File: src/rtl/zbt_image_pkg.sv
// Shared ZBT frame-buffer definitions used by both the image writer and reader,
// so the byte packing order inside a 36-bit ZBT word has a single definition.
package zbt_image_pkg;

  localparam int ZBT_DATA_WIDTH = 36;
  localparam int PIXEL_WIDTH    = 8;
  localparam int BYTES_PER_WORD = 4;
  localparam int PAYLOAD_WIDTH  = PIXEL_WIDTH * BYTES_PER_WORD;

  // First pixel of a word lives in the most significant payload byte.
  localparam int BYTE0_MSB = 31;
  localparam int BYTE1_MSB = 23;
  localparam int BYTE2_MSB = 15;
  localparam int BYTE3_MSB = 7;

  typedef enum logic [1:0] {
    IDLE  = 2'd0,
    FETCH = 2'd1,
    SERVE = 2'd2
  } reader_state_t;

  typedef logic [$clog2(BYTES_PER_WORD)-1:0] byte_idx_t;

  function automatic logic [PIXEL_WIDTH-1:0] byte_lane(
    input logic [PAYLOAD_WIDTH-1:0] word,
    input byte_idx_t                idx
  );
    byte_lane = word[BYTE0_MSB -: PIXEL_WIDTH];
    case (idx)
      2'd0:    byte_lane = word[BYTE0_MSB -: PIXEL_WIDTH];
      2'd1:    byte_lane = word[BYTE1_MSB -: PIXEL_WIDTH];
      2'd2:    byte_lane = word[BYTE2_MSB -: PIXEL_WIDTH];
      default: byte_lane = word[BYTE3_MSB -: PIXEL_WIDTH];
    endcase
  endfunction

endpackage

File: src/rtl/zbt_word_unpacker.sv
// Holds one ZBT word and presents its four pixels in order on a registered
// pixel_data output; the FSM in the top level decides when to load and advance.
module zbt_word_unpacker
  import zbt_image_pkg::*;
(
  input  logic                      clk,
  input  logic                      reset,
  input  logic                      load,
  input  logic                      advance,
  input  logic [ZBT_DATA_WIDTH-1:0] read_word,
  output logic [PIXEL_WIDTH-1:0]    pixel_data,
  output logic                      last_byte
);

  logic [PAYLOAD_WIDTH-1:0] held_word;
  byte_idx_t                byte_idx;
  byte_idx_t                next_idx;

  // The top nibble of a ZBT word carries no pixel data.
  logic unused_tag_bits;
  assign unused_tag_bits = ^read_word[ZBT_DATA_WIDTH-1:PAYLOAD_WIDTH];

  assign next_idx  = byte_idx + byte_idx_t'(1);
  assign last_byte = (byte_idx == byte_idx_t'(BYTES_PER_WORD - 1));

  // pixel_data is registered from the next lane so it lines up with byte_idx;
  // after the last byte it simply holds until the next word is loaded.
  always_ff @(posedge clk) begin
    if (reset) begin
      held_word  <= '0;
      byte_idx   <= '0;
      pixel_data <= '0;
    end else if (load) begin
      held_word  <= read_word[PAYLOAD_WIDTH-1:0];
      byte_idx   <= '0;
      pixel_data <= byte_lane(read_word[PAYLOAD_WIDTH-1:0], byte_idx_t'(0));
    end else if (advance && !last_byte) begin
      byte_idx   <= next_idx;
      pixel_data <= byte_lane(held_word, next_idx);
    end
  end

endmodule

File: src/rtl/zbt_image_reader.sv
// Walks a frame stored in ZBT SRAM word by word, waits out the fixed read
// latency, and streams the unpacked pixels over a valid/request handshake.
module zbt_image_reader
  import zbt_image_pkg::*;
#(
  parameter int                    ADDR_WIDTH   = 19,
  parameter logic [ADDR_WIDTH-1:0] BASE_ADDR    = '0,
  parameter int                    NUM_WORDS    = 76800,
  parameter int                    READ_LATENCY = 2
) (
  input  logic                      clk,
  input  logic                      reset,
  input  logic                      start,
  input  logic                      pixel_req,
  input  logic [ZBT_DATA_WIDTH-1:0] zbt_read_data,
  output logic [ADDR_WIDTH-1:0]     zbt_addr,
  output logic                      zbt_re,
  output logic [PIXEL_WIDTH-1:0]    pixel_data,
  output logic                      pixel_valid,
  output logic                      frame_done,
  output logic                      busy
);

  localparam int COUNT_WIDTH = (NUM_WORDS > 1) ? $clog2(NUM_WORDS) : 1;
  localparam int LAT_WIDTH   = $clog2(READ_LATENCY + 1);
  localparam logic [COUNT_WIDTH-1:0] LAST_WORD = COUNT_WIDTH'(NUM_WORDS - 1);
  localparam logic [LAT_WIDTH-1:0]   LAT_DONE  = LAT_WIDTH'(READ_LATENCY);

  reader_state_t          state, state_n;
  logic [COUNT_WIDTH-1:0] word_cnt, word_cnt_n;
  logic [LAT_WIDTH-1:0]   lat_cnt, lat_cnt_n;
  logic [ADDR_WIDTH-1:0]  addr_n;
  logic                   re_n, valid_n, done_n, busy_n;
  logic                   load_word, transfer, last_byte;

  assign transfer = pixel_valid && pixel_req;

  zbt_word_unpacker u_unpacker (
    .clk        (clk),
    .reset      (reset),
    .load       (load_word),
    .advance    (transfer),
    .read_word  (zbt_read_data),
    .pixel_data (pixel_data),
    .last_byte  (last_byte)
  );

  // Next-state logic; every output is registered from these *_n values.
  // frame_done marks the first IDLE cycle, so start is refused there.
  always_comb begin
    state_n    = state;
    word_cnt_n = word_cnt;
    lat_cnt_n  = lat_cnt;
    addr_n     = zbt_addr;
    re_n       = 1'b0;
    valid_n    = pixel_valid;
    done_n     = 1'b0;
    busy_n     = busy;
    load_word  = 1'b0;
    case (state)
      IDLE: begin
        if (start && !frame_done) begin
          state_n    = FETCH;
          busy_n     = 1'b1;
          word_cnt_n = '0;
          lat_cnt_n  = '0;
          addr_n     = BASE_ADDR;
          re_n       = 1'b1;
        end
      end
      FETCH: begin
        if (lat_cnt == LAT_DONE) begin
          load_word = 1'b1;
          valid_n   = 1'b1;
          state_n   = SERVE;
        end else begin
          lat_cnt_n = lat_cnt + LAT_WIDTH'(1);
        end
      end
      SERVE: begin
        if (transfer && last_byte) begin
          valid_n = 1'b0;
          if (word_cnt == LAST_WORD) begin
            done_n  = 1'b1;
            busy_n  = 1'b0;
            state_n = IDLE;
          end else begin
            word_cnt_n = word_cnt + COUNT_WIDTH'(1);
            addr_n     = BASE_ADDR + ADDR_WIDTH'(word_cnt_n);
            re_n       = 1'b1;
            lat_cnt_n  = '0;
            state_n    = FETCH;
          end
        end
      end
      default: state_n = IDLE;
    endcase
  end

  always_ff @(posedge clk) begin
    if (reset) begin
      state       <= IDLE;
      word_cnt    <= '0;
      lat_cnt     <= '0;
      zbt_addr    <= BASE_ADDR;
      zbt_re      <= 1'b0;
      pixel_valid <= 1'b0;
      frame_done  <= 1'b0;
      busy        <= 1'b0;
    end else begin
      state       <= state_n;
      word_cnt    <= word_cnt_n;
      lat_cnt     <= lat_cnt_n;
      zbt_addr    <= addr_n;
      zbt_re      <= re_n;
      pixel_valid <= valid_n;
      frame_done  <= done_n;
      busy        <= busy_n;
    end
  end

endmodule

File: config.mk
export PLATFORM = sky130hd
export DESIGN_NAME = zbt_image_reader
export DESIGN_NICKNAME = d
export VERILOG_FILES = /design/src/rtl/zbt_image_pkg.sv /design/src/rtl/zbt_word_unpacker.sv /design/src/rtl/zbt_image_reader.sv
export SDC_FILE = /design/constraint.sdc
export NUM_CORES = 1
export LEC_CHECK = 0
export ABC_AREA = 1
export CORE_MARGIN = 1.5
export CORE_UTILIZATION = 25
export DETAILED_ROUTE_END_ITERATION = 6
export PLACE_DENSITY = 0.52
export SLEW_MARGIN = 20
export SYNTH_ARGS = -nofsm -noshare
export SYNTH_HDL_FRONTEND = slang
export SYNTH_SLANG_ARGS = --single-unit
File: constraint.sdc
create_clock -name clk -period 2.2 [get_ports clk]
set_input_delay 0.22 -clock clk [delete_from_list [all_inputs] [get_ports clk]]
set_output_delay 0.22 -clock clk [all_outputs]
set_load 0.02 [all_outputs]
==> impl_metrics.ini <==
[clocking]
clkSinkCount = 59
clk_pin_slew_ps = 60
cts_resized = 0
cts_root_buffer = clkbuf_16
cts_tree = yes
htree_levels = 3
numCtsBuffers = 9
post_cts_buffers = 0
insertion_delay_ps = 320
ctsHoldBuffers = 0
clockBufferDepth = 2

[cells_and_area]
num-fill-cells = 1306
layout-drive-gt1-share_pct = 8.04
fin_nets = 576
area_growth_pct = 36.5
n_antenna_cell = 0
stdcell_area_sq_mm = 0.00419

[power]
intPower_w = 0.00224
ir_drop_mv = 0.274
power_leakage_nw = 1.66
power_frac_seq_pct = 38.1
pwr-share-clk_pct = 51.4
p_per_area_mw_per_mm2 = 702
p_sw_w = 0.000707
switching_share_pct = 24.0
pwr-share-comb_pct = 10.4

[synthesis]
yosys-top-cells-area = dfxtp_1 (38%), nand2_1 (22%), nand3_1 (6.8%)
yosys-top-cells-count = nand2_1 (182), dfxtp_1 (59), nand3_1 (42)
synthCells = 466
ys_warn_count = 0
synth_top_cell_by_area = dfxtp_1
synthDistinctLibCells = 30
netlist_area_sq_mm = 0.00307
synth_top_area_share_pct = 38.4
synth_seq_cells = 59
synth.most_common_cell = nand2_1
ys_seq_area_share_pct = 38.4
async_flop_share_pct = 0
ys.flop_type = dfxtp_1
syn_avg_cell_area_sq_um = 6.59
synth_edf_count = 0

[timing]
fin_crit_sh_pct = 84.0
rsz0062_at_grt = no
finClkSkew_ps = 5.88
setup_tns_ps = 0
finalSetupViolCount = 0
slew_viol_final = 0
min_period_ps = 1850
fmax_mhz = 541
hold_violations = 0

[global_routing]
grtUsageTotal_pct = 13.5
grt_max_degree = 28
grt_pass1_wl_um = 13900
grt_pass1_vias = 2880
overflow = 0
antenna_found_initial = 0

[route]
drtIter0Drc = 100
vias = 3084
drc = 0
wirelength_um = 8490
ant_nets = 0
drt-pass1-iter-count = 4
via_per_inst = 4.52
post_drt_wl_per_cell_um = 12.4

[placed_design]
place_area_sq_mm = 0.00387
place.gp.congestion = 0.792
dp_hpwl_um = 6180
portBuffers = 64

[hold_path]
hold_path.class = in2reg
hold_path_startpoint = zbt_read_data[6]

[worst_setup_path]
worst_setup_path_end_kind = flop
timing.rr.start = zbt_addr[1]
critPathMaxFanout = 16
worstSetupStartpoint = zbt_addr[1]
worstPathArrival_ps = 2120
path_class = reg2reg
r2r_slack_ps = 350
critical_path.startpoint_type = flop
cp.required_ps = 2470

[floorplanning]
die_area_sq_mm = 0.0130
core.rowCount = 40
io_pins = 71
chipWidth_um = 114
fp.dieH_um = 114
start_util_pct = 25.6
core_sq_mm = 0.0120

[status]
run_status = finished, final reports clean

[flow_run]
maxCapViolCount = 0
[cell families (layout without fill, tap and decap cells)]
logic type / after synthesis / count (layout) / share of synthesized area (%)
AOI/OAI and AO/OA: 56 / 56 / 10.7
other: 1 / 2 / 0.122
DFF: 59 / 59 / 38.4
buffers and inverters: 61 / 129 / 8.67
xor gates and xnor gates: 1 / 1 / 0.285
and+or+nand+nor: 282 / 282 / 39.3
adders and majority gates: 6 / 6 / 2.44
[area by class of cell]
| type | instances | area (sq um) | share of cell area [%] |
|---|---|---|---|
| clock inverters | 7 | 100 | 2.39 |
| repair buffers | 74 | 728 | 17.4 |
| clock buffers | 9 | 225 | 5.37 |
| well taps | 147 | 184 | 4.39 |
| inverters | 39 | 146 | 3.49 |
| multi-input cells | 347 | 1630 | 38.8 |
| flip-flops and latches | 59 | 1180 | 28.2 |
[stage by stage]
stage | utilization [%] | hold WS (ps) | cells | worst slack, ps | power, W
after detailed placement | 32.2 | 460 | 666 | 221 | 0.00146
after global placement | 32.2 | 453 | 666 | 244 | 0.00145
after floorplan | - | 358 | 467 | 423 | 0.00132
final | 34.9 | 455 | 682 | 351 | 0.00294
after global routing | 34.9 | 468 | 682 | 168 | 0.00309
after CTS | 34.9 | 455 | 682 | 329 | 0.00299
[sequential cells by signal (all words and copies together), names as in the netlist]
| name | count |
|---|---|
| u_unpacker.pixel_data | 8 |
| pixel_valid | 1 |
| busy | 1 |
| u_unpacker.held_word | 24 |
| zbt_addr | 17 |
| u_unpacker.byte_idx | 2 |
| frame_done | 1 |
| state | 2 |
| lat_cnt | 2 |
| zbt_re | 1 |
[worst paths after layout]
| path | end | depth (start not counted) |
|---|---|---|
| worst min register to register | u_unpacker.held_word[21] | 2 |
| worst max-delay path | zbt_addr[14] | 11 |
| worst max register to register | zbt_addr[14] | 11 |
| worst min-delay path | u_unpacker.held_word[6] | 3 |
[placed cells by master (no fill, tap or decap), drive strengths merged]
cell	netlist	final
a21oi	41	41
buf	9	10
bufinv	0	2
clkbuf	13	9
clkdlybuf4s50	0	64
clkinv	2	6
conb	1	2
dfxtp	59	59
ha	6	6
inv	37	38
nand2	187	187
nand3	43	43
nand3b	1	1
nand4	4	4
nor2	42	42
nor3	3	3
nor3b	1	1
o211ai	9	9
o21ai	4	4
o21bai	2	2
or2	1	1
xor2	1	1
[routing by layer]
metal / wire length, um / track usage [%]
met3: 351 / 3.03
met1: 4060 / 17.9
met4: 137 / 4.42
met5: 0 / 0
met2: 3940 / 21.8
[power groups by stage]
stage | Clock [W] | Combinational, W | Sequential (W)
2_1_floorplan | 0 | 0.000162 | 0.00116
3_3_place_gp | 0 | 0.000304 | 0.00114
3_5_place_dp | 0 | 0.000309 | 0.00115
4_1_cts | 0.00156 | 0.000311 | 0.00112
5_1_grt | 0.00162 | 0.000340 | 0.00113
6_report | 0.00151 | 0.000308 | 0.00112
[critical path, stage by stage (launching register included)]
cell     delay [ps]
dfxtp_1         410
ha_1            210
nand2_1         110
nor2_4          190
nand3_4         110
nor2_4          130
nand2_4         160
nand2_8         170
nand2_1         120
nand2_1          80
nand2_1          50
inv_1            40
(Power assumes the default switching activity.)
